<file path="src/rtl/serial_subtractor_eight_bits_if.sv">
// Handshake and operand bundle for the bit-serial 8-bit subtractor.
// The OVF signal exists only when SUB_OVF_EN is defined.
interface serial_subtractor_eight_bits_if;
   logic       start;
   logic [7:0] A;
   logic [7:0] B;
   logic       B0;
   logic [7:0] D;
   logic       Bout;
   logic       busy;
   logic       done;
`ifdef SUB_OVF_EN
   logic       OVF;

   modport master (output start, A, B, B0, input D, Bout, busy, done, OVF);
   modport slave  (input start, A, B, B0, output D, Bout, busy, done, OVF);
`else
   modport master (output start, A, B, B0, input D, Bout, busy, done);
   modport slave  (input start, A, B, B0, output D, Bout, busy, done);
`endif
endinterface

</file>
<file path="src/rtl/serial_subtractor_eight_bits.sv">
// Bit-serial 8-bit subtractor: D = A - B - B0, LSB first, one full-subtractor cell.
// Define SUB_OVF_EN to add the signed-overflow output OVF.
//
// state | meaning
// IDLE  | waiting for start, D/Bout hold last result
// SHIFT | processing bit cnt, busy=1
// DONE  | one-cycle done pulse, start may issue the next operation
module serial_subtractor_eight_bits (
   input logic clk,
   input logic rst_n,
   serial_subtractor_eight_bits_if.slave sub
);

   typedef enum logic [1:0] {
      IDLE  = 2'd0,
      SHIFT = 2'd1,
      DONE  = 2'd2
   } state_t;

   state_t     state;
   state_t     state_nxt;

   logic [7:0] op_a;
   logic [7:0] op_b;
   logic       br;
   logic [7:0] res;
   logic [2:0] cnt;
   logic [7:0] d_q;
   logic       bout_q;

   logic       accept;
   logic       last_bit;
   logic       bit_a;
   logic       bit_b;
   logic       bit_d;
   logic       br_next;

   assign accept   = sub.start && ((state == IDLE) || (state == DONE));
   assign last_bit = (cnt == 3'd7);

   assign bit_a   = op_a[0];
   assign bit_b   = op_b[0];
   assign bit_d   = bit_a ^ bit_b ^ br;
   assign br_next = (~bit_a & bit_b) | (~(bit_a ^ bit_b) & br);

   always_ff @(posedge clk or negedge rst_n) begin
      if (!rst_n) begin
         state <= IDLE;
      end else begin
         state <= state_nxt;
      end
   end

   always_comb begin
      state_nxt = state;
      case (state)
         IDLE:    if (sub.start) state_nxt = SHIFT;
         SHIFT:   if (last_bit) state_nxt = DONE;
         DONE:    state_nxt = sub.start ? SHIFT : IDLE;
         default: state_nxt = IDLE;
      endcase
   end

   // Result registers move only on the bit-7 cycle so D/Bout stay stable while busy.
   always_ff @(posedge clk or negedge rst_n) begin
      if (!rst_n) begin
         op_a   <= 8'h00;
         op_b   <= 8'h00;
         br     <= 1'b0;
         res    <= 8'h00;
         cnt    <= 3'd0;
         d_q    <= 8'h00;
         bout_q <= 1'b0;
      end else if (accept) begin
         op_a <= sub.A;
         op_b <= sub.B;
         br   <= sub.B0;
         cnt  <= 3'd0;
      end else if (state == SHIFT) begin
         op_a <= {1'b0, op_a[7:1]};
         op_b <= {1'b0, op_b[7:1]};
         br   <= br_next;
         res  <= {bit_d, res[7:1]};
         cnt  <= cnt + 3'd1;
         if (last_bit) begin
            d_q    <= {bit_d, res[7:1]};
            bout_q <= br_next;
         end
      end
   end

`ifdef SUB_OVF_EN
   logic ovf_q;

   // On the bit-7 cycle br is the borrow into the sign bit.
   always_ff @(posedge clk or negedge rst_n) begin
      if (!rst_n) begin
         ovf_q <= 1'b0;
      end else if (!accept && (state == SHIFT) && last_bit) begin
         ovf_q <= br ^ br_next;
      end
   end

   assign sub.OVF = ovf_q;
`endif

   assign sub.D    = d_q;
   assign sub.Bout = bout_q;
   assign sub.busy = (state == SHIFT);
   assign sub.done = (state == DONE);

endmodule

</file>
<file path="src/flat_wrapper.sv">
// flat-port wrapper written by rule: the top's interface ports become plain ports
module serial_subtractor_eight_bits_flat 
  (clk, rst_n, sub_start, sub_A, sub_B, sub_B0, sub_D, sub_Bout, sub_busy, sub_done);
  serial_subtractor_eight_bits_if sub_i ();
  input logic clk;
  input logic rst_n;
  input wire logic [$bits(sub_i.start)-1:0] sub_start;
  input wire logic [$bits(sub_i.A)-1:0] sub_A;
  input wire logic [$bits(sub_i.B)-1:0] sub_B;
  input wire logic [$bits(sub_i.B0)-1:0] sub_B0;
  output wire logic [$bits(sub_i.D)-1:0] sub_D;
  output wire logic [$bits(sub_i.Bout)-1:0] sub_Bout;
  output wire logic [$bits(sub_i.busy)-1:0] sub_busy;
  output wire logic [$bits(sub_i.done)-1:0] sub_done;
  assign sub_i.start = sub_start;
  assign sub_i.A = sub_A;
  assign sub_i.B = sub_B;
  assign sub_i.B0 = sub_B0;
  assign sub_D = sub_i.D;
  assign sub_Bout = sub_i.Bout;
  assign sub_busy = sub_i.busy;
  assign sub_done = sub_i.done;
  serial_subtractor_eight_bits u_core (.clk(clk), .rst_n(rst_n), .sub(sub_i));
endmodule
</file>
<file path="config.mk">
export PLATFORM = sky130hd
export DESIGN_NAME = serial_subtractor_eight_bits_flat
export DESIGN_NICKNAME = d
export VERILOG_FILES = /design/src/rtl/serial_subtractor_eight_bits_if.sv /design/src/rtl/serial_subtractor_eight_bits.sv /design/src/flat_wrapper.sv
export SDC_FILE = /design/constraint.sdc
export NUM_CORES = 1
export LEC_CHECK = 0
export CORE_MARGIN = 8
export CORE_UTILIZATION = 30
export DETAILED_ROUTE_END_ITERATION = 10
export GPL_ROUTABILITY_DRIVEN = 0
export SLEW_MARGIN = 25
export SYNTH_ARGS = -nofsm -noshare
export SYNTH_HDL_FRONTEND = slang
export SYNTH_SLANG_ARGS = --single-unit
export TNS_END_PERCENT = 50
</file>
<file path="constraint.sdc">
create_clock -name clk -period 1.68 [get_ports clk]
set_input_delay 0.336 -clock clk [delete_from_list [all_inputs] [get_ports clk]]
set_output_delay 0.336 -clock clk [all_outputs]
set_load 0.1 [all_outputs]
</file>
==> results of run 1 <==
## stage by stage
stage	instance area, um2	instances	utilization	hold WS, ns
CTS	2440	277	0.409	0.115
detailed placement	2350	269	0.394	0.423
global placement	2350	269	0.394	0.425
floorplan	1870	170	-	0.0404
global route	2440	277	0.410	0.142
finish	2440	277	0.410	0.0961
## layout make-up
type | count | area, um2
Fill cell | 616 | 3520
Sequential cell | 38 | 951
Multi-Input combinational cell | 115 | 820
Timing Repair Buffer | 36 | 463
Tap cell | 75 | 93.8
Clock buffer | 7 | 86.3
Inverter | 5 | 21.3
Clock inverter | 1 | 5.00
## worst max-delay path: stages, from the launching register on
cell,delay (ns)
dfrtp_1,0.45
nand2b_1,0.22
inv_4,0.13
buf_12,0.18
## flip-flops by register name, indices dropped and copies added (netlist names)
signal,flops
u_core.op_a,8
u_core.sub.D,8
u_core.op_b,8
u_core.sub.Bout,1
u_core.cnt,3
u_core.state,2
u_core.res,7
u_core.br,1
## cells by family (layout without fill, tap and decap cells)
logic type,count (synthesis),count (layout)
XOR/XNOR,1,1
AND/OR/NAND/NOR,49,49
AO/OA/AOI/OAI,37,37
multiplexers,25,25
flip-flops,38,38
buffers and inverters,17,49
adder cells (fa/ha/maj),3,3
## how the worst min path moves through the flow
stage	endpoint	from	depth (start not counted)	slack [ns]
floorplan	u_core.br$_DFFE_PN0P_	rst_n	0	0.04
global placement	u_core.sub.D[0]$_DFFE_PN0P_	rst_n	2	0.42
detailed placement	u_core.sub.D[0]$_DFFE_PN0P_	rst_n	2	0.42
CTS	u_core.sub.D[0]$_DFFE_PN0P_	rst_n	2	0.11
global route	u_core.sub.D[0]$_DFFE_PN0P_	rst_n	2	0.14
finish	u_core.res[1]$_DFFE_PN0P_	rst_n	2	0.1
## synthesized netlist by cell type, drive strengths merged
| library cell | count | area [um2] |
|---|---|---|
| dfrtp | 38 | 951 |
| nand2 | 28 | 105 |
| mux2i | 17 | 170 |
| a21oi | 15 | 75.1 |
| nor2b | 13 | 81.3 |
| a211oi | 12 | 90.1 |
| buf | 9 | 72.6 |
| mux2 | 8 | 116 |
| o21ai | 6 | 30.0 |
| inv | 5 | 18.8 |
| clkbuf | 3 | 11.3 |
| nand3 | 3 | 15.0 |
| ha | 2 | 25.0 |
| nand2b | 2 | 12.5 |
| nor2 | 2 | 7.51 |
| o211a | 2 | 20.0 |
| a32oi | 1 | 8.76 |
| fa | 1 | 20.0 |
| nand3b | 1 | 20.0 |
| o22ai | 1 | 6.26 |
| xor2 | 1 | 8.76 |
## timing repair
action,in CTS,in global routing
setup endpoints to repair,0,1
resized for setup,0,1
hold buffers,0,0
## routing by layer
layer / part of all wire / track usage / up-vias / wire, um
li1: - / - / 648 / -
met1: 0.48 / 0.104 / 629 / 1760
met2: 0.46 / 0.136 / 29 / 1680
met3: 0.061 / 0.0270 / 4 / 224
met4: 0.0052 / 0.0286 / 0 / 19
met5: 0 / 0 / - / 0
## power by group through the flow
| stage | logic (uW) | clock network (uW) | registers (uW) |
|---|---|---|---|
| finish | 2600 | 641 | 1690 |
| global route | 2790 | 703 | 1750 |
| CTS | 2630 | 664 | 1690 |
| detailed placement | 2630 | 0 | 1710 |
| global placement | 2590 | 0 | 1690 |
| floorplan | 1200 | 0 | 2270 |
## layout by cell type (no fill, tap or decap), types with 2 or more instances in the layout
cell type and n:
clkdlybuf4s50_1 18, a21oi_1 15, inv_1 4, nand2b_1 2
a211oi_1 12, o21ai_0 6, clkbuf_8 6, o211a_1 2
nor2_1 2, buf_12 12, mux2_4 7, ha_1 2
nor2b_1 12, nand2_1 28, dfrtp_1 38, nand3_1 3
mux2i_1 17, buf_4 5
==> flow_summary_export.csv, run 1 <==
group,metric,value,unit
finish,diodes,0,
sta,final.setup_skew,0.00474,ns
worst_setup_path,cp.arrival,1.27,ns
yosys,syn_avg_cell_area,11.0,um2
routing,via_per_inst,4.73,
yosys,netlist_instances,170,
routing,drc,0,
global_routing,grt_pass1_wl,6110,um
yosys,synthXorXnorAreaFrac,0.00469,
worst_setup_path,crit_required,1.34,ns
cts,cts_tree,"done",
run_status,outcome,"complete, no violations",
yosys,ys_ff_latch,38,
worst_setup_path,cp_max_fo,9,
power,ir_worst_vdd,1630,uV
cts,cts_setup_buffers,0,
worst_setup_path,crit_end,"sub_busy",
die,die_h,94.9,um
worst_setup_path,setup.worst_path.start,"u_core.state[1]$_DFFE_PN0P_",
cts,insertion_delay,0.28,ns
yosys,synth_adder_area_share,0.0241,
power,swShare,0.442,
sta,finalCriticalPeriod,1.61,ns
yosys,synth-compound-area-share,0.123,
cts,cts_htree_levels,2,
yosys,yosysUniqueCellTypes,25,
worst_setup_path,reg2reg_slack,0.17,ns
global_routing,grt_usage,0.0845,
yosys,synthSimpleGateAreaFrac,0.129,
routing,antenna_left,0,
global_routing,first_global_vias,1364,
sta,grt_setup_unrepaired,"false",
worst_setup_path,r2r_end,"u_core.sub.D[7]$_DFFE_PN0P_",
global_routing,grt_overflow_total,0,
worst_setup_path,r2r_cells,4,
cts,cts.clk_slew.worst_paths,0.08,ns
global_routing,grt_max_degree,39,
power,p_leak,0.00110,uW
die,die_w,94.9,um
yosys,synth_nets,193,
die,initial_core_util,0.313,
finish,finalNetCount,224,
die,ios,31,
finish,syn_to_final_growth,30.8,%
yosys,mappedNetlistArea,1870,um2
cts,clock_sinks,38,
sta,setup_tns,0,ns
sta,hold_violations,0,
cts,root_buffer,"clkbuf_8",
yosys,synth_top_family_by_area,"multiplexers",
worst_setup_path,reg2reg_from,"u_core.cnt[0]$_DFFE_PN0P_",
power,combPwrFrac,0.527,
routing,drt_iter0_drc,61,
die,dieArea,9000,um2
power,pwr-share-clk,0.130,
routing,drt-total-wl,3680,um
sta,clock.fmax,622,MHz
yosys,yosys_warnings,0,
cts,cts_buffers,5,
power,p_seq_frac,0.343,
place,dp_hpwl,2550,um
routing,first_pass_iters,4,
worst_setup_path,startpoint_type,"flop",
power,p_switching,2180,uW
die,coreArea,5960,um2
sta,timing.final.ws_setup,0.0735,ns
yosys,ys_seq_area_frac,0.510,
routing,via_count,1310,
sta,relSlewSlack,0.677,
global_routing,antenna_found_initial,0,
die,rows,28,
yosys,synthMuxAreaShare,0.154,
worst_setup_path,crit_path_end_kind,"output pin",
routing,wire_per_inst,13.3,um
worst_setup_path,critical_path_class,"flop to output pin",
run,maxCapViolations,0,
sta,finalCritPeriodShare,0.956,
place,dp_slack,0.139,ns
finish,layout-drive-gt1-share,0.178,
place,io_buffer_count,30,
power,power,4930,uW
sta,finalSetupViolations,0,
power,power_density,2020,nW/um2
power,internal_power,2750,uW
sta,maxSlewViolCount,0,
sta,tightest_slew,0.485,ns
cts,clk_path_buf_depth,2,
min_path,hold_path.class,"input port to async pin",
Note: power is estimated with default switching activity, not from simulation.
==> run 2, diff against run 1 <==
--- a/config.mk
+++ b/config.mk
@@ -5,6 +5,7 @@
 export SDC_FILE = /design/constraint.sdc
 export NUM_CORES = 1
 export LEC_CHECK = 0
+export CAP_MARGIN = 40
 export CORE_MARGIN = 8
 export CORE_UTILIZATION = 30
 export DETAILED_ROUTE_END_ITERATION = 10
==> results of run 2 <==
Final layout, timing and power as in run 1 (identical DEF).
==> run 3, diff against run 2 <==
--- a/config.mk
+++ b/config.mk
@@ -6,10 +6,13 @@
 export NUM_CORES = 1
 export LEC_CHECK = 0
 export CAP_MARGIN = 40
+export CELL_PAD_IN_SITES_DETAIL_PLACEMENT = 2
+export CELL_PAD_IN_SITES_GLOBAL_PLACEMENT = 2
 export CORE_MARGIN = 8
-export CORE_UTILIZATION = 30
+export CORE_UTILIZATION = 34
 export DETAILED_ROUTE_END_ITERATION = 10
 export GPL_ROUTABILITY_DRIVEN = 0
+export PLACE_DENSITY_LB_ADDON = 0.1
 export SLEW_MARGIN = 25
 export SYNTH_ARGS = -nofsm -noshare
 export SYNTH_HDL_FRONTEND = slang
==> run 3 against run 2 <==
  * Fmax is 3.4% higher
  * Clock power is 19% higher
  * Largest cell class unchanged
  * Highest routed layer unchanged
  * Wire length is 25% higher
  * Clock skew is 0.0027 ns higher
  * Die area is 9.8% lower
  * Non-clock buffer count is 3 higher
  * Critical path depth is 1 higher
  * Final cell count stayed put
  * First-iteration DRC count is 69% lower
  * Worst setup slack better by 0.053 ns
  * Sequential power is 2% higher
==> flow_summary_export.csv, run 3 (synthesis results as in run 1) <==
group,metric,value,unit
worst_setup_path,startpoint_type,"flop",
sta,clock.fmax,644,MHz
global_routing,grt_overflow_total,0,
run,maxCapViolations,0,
worst_setup_path,critPathSlowestCell,"dfrtp_1",
cts,clock_sinks,38,
worst_setup_path,cp_max_fo,11,
power,p_leak,0.00112,uW
power,combPwrFrac,0.518,
die,dieArea,8110,um2
routing,via_count,1372,
routing,drt-total-wl,4610,um
global_routing,grt_max_degree,39,
cts,clk_path_buf_depth,2,
routing,wire_per_inst,16.7,um
cts,holdBufCountCts,0,
finish,layout_commonest_cell,"dfrtp_1",
global_routing,antenna_found_initial,0,
finish,final_cells,277,
die,ios,31,
sta,holdWs,0.0983,ns
worst_setup_path,cp_cell_sequence,"ha_1 > ha_1 > nand3b_4 > mux2_2",
sta,finalCritPeriodShare,0.925,
sta,final.setup_skew,0.00747,ns
finish,final_cell_mix,"36 x dfrtp_1, 28 x nand2_1, 18 x clkdlybuf4s50_1",
sta,setup_tns,0,ns
die,coreArea,5410,um2
cts,cts.clk_slew.worst_paths,0.08,ns
sta,tightest_slew,0.504,ns
worst_setup_path,r2r_end,"u_core.sub.D[7]$_DFFE_PN0P_",
finish,finalNetCount,227,
place,dp_hpwl,3360,um
worst_setup_path,critical-path-top-delay-family,"adder cells",
finish,fin_area,2480,um2
sta,grt_setup_unrepaired,"false",
finish,diodes,0,
min_path,hold_path.class,"input port to async pin",
power,p_seq_frac,0.335,
worst_setup_path,critical_path_class,"flop to flop",
finish,syn_to_final_growth,32.9,%
worst_setup_path,reg2reg_slack,0.13,ns
power,internal_power,2880,uW
worst_setup_path,cp.arrival,1.74,ns
worst_setup_path,reg2reg_from,"u_core.cnt[0]$_DFFE_PN0P_",
routing,drc,0,
worst_setup_path,r2r_cells,4,
place,place_area,2350,um2
sta,relSlewSlack,0.664,
sta,finalCriticalPeriod,1.55,ns
global_routing,grt_usage,0.122,
worst_setup_path,crit_path_end_kind,"flop",
die,die_h,90.1,um
global_routing,grt_pass1_wl,8150,um
finish,layout-drive-gt1-share,0.205,
worst_setup_path,crit_required,1.86,ns
power,swShare,0.442,
run_status,outcome,"complete, no violations",
place,dp.cells,267,
die,rows,27,
worst_setup_path,cpPeakStageDelay,0.42,ns
worst_setup_path,cp_num_buf_inv,0,
power,ir_worst_vdd,673,uV
cts,cts_tree,"done",
sta,maxSlewViolCount,0,
cts,cts_buffers,5,
die,initial_core_util,0.345,
routing,antenna_left,0,
sta,finalSetupViolations,0,
routing,first_pass_iters,4,
routing,drt_iter0_drc,19,
power,pwr-share-clk,0.147,
power,power_density,2080,nW/um2
worst_setup_path,crit_path_frequent_cell,"ha_1",
cts,root_buffer,"clkbuf_8",
power,p_switching,2280,uW
sta,hold_violations,0,
cts,cts_htree_levels,2,
global_routing,first_global_vias,1598,
routing,via_per_inst,4.95,
place,io_buffer_count,30,
die,die_w,90.1,um
cts,insertion_delay,0.29,ns
## run 3: cell types whose count changed in the layout (fill, tap and decap cells not counted)
| cell | change |
|---|---|
| dfrtp_1 | -2 |
| clkbuf_1 | -1 |
| buf_4 | +3 |
| bufinv_16 | +1 |
| clkbuf_8 | -1 |
| clkinv_2 | +1 |
| dfrtp_2 | +2 |
## run 3: layout make-up
| class | count | area, um2 |
|---|---|---|
| fillers | 569 | 2930 |
| clock buffers | 5 | 68.8 |
| clock inverters | 3 | 40.0 |
| flip-flops and latches | 38 | 953 |
| repair buffers | 39 | 485 |
| multi-input cells | 115 | 820 |
| inverters | 5 | 21.3 |
| well taps | 72 | 90.1 |
## run 3: worst max-delay path by stage
| stage | startpoint | to | slack (ns) | cells after the start |
|---|---|---|---|---|
| final | u_core.cnt[0]$_DFFE_PN0P_ | u_core.sub.D[7]$_DFFE_PN0P_ | 0.13 | 4 |
| after global routing | u_core.cnt[0]$_DFFE_PN0P_ | u_core.sub.D[7]$_DFFE_PN0P_ | 0.03 | 4 |
| after CTS | u_core.state[0]$_DFFE_PN0P_ | sub_busy | 0.03 | 3 |
| after detailed placement | sub_start | u_core.op_a[6]$_DFFE_PN0P_ | 0.11 | 5 |
| after global placement | u_core.cnt[0]$_DFFE_PN0P_ | u_core.sub.D[7]$_DFFE_PN0P_ | 0.17 | 4 |
| after floorplan | u_core.state[1]$_DFFE_PN0P_ | sub_done | 0.14 | 3 |
## run 3: what timing repair did
| action | 4_1_cts | 5_1_grt |
|---|---|---|
| gates cloned | 0 | 0 |
| resized for setup | 2 | 1 |
| endpoints found under the setup margin | 1 | 1 |
| setup buffers | 2 | 0 |
## run 3: through the flow
stage          utilization  total power, uW  setup slack (ns)
5_1_grt              0.459             5510            0.0287
3_3_place_gp         0.435             4280             0.168
4_1_cts              0.458             5260            0.0269
2_1_floorplan            -             3470             0.143
6_report             0.459             5160             0.126
3_5_place_dp         0.435             4450             0.112
## run 3: worst reg2reg max path, stage by stage, from the launching register on
cell and delay, ns:
dfrtp_1 0.42, ha_1 0.22, ha_1 0.23, nand3b_4 0.22, mux2_2 0.36
## run 3: metal layers
layer / track usage / up-vias / wire [um]
li1: - / 654 / -
met1: 0.140 / 687 / 2000
met2: 0.213 / 25 / 2400
met3: 0.0357 / 6 / 161
met4: 0.0388 / 0 / 55
met5: 0 / - / 0
## run 3: power groups by stage
stage / clock network, uW / registers, uW / logic, uW
floorplan: 0 / 2270 / 1200
global placement: 0 / 1700 / 2580
detailed placement: 0 / 1750 / 2690
CTS: 794 / 1730 / 2730
global route: 822 / 1790 / 2900
finish: 760 / 1730 / 2670
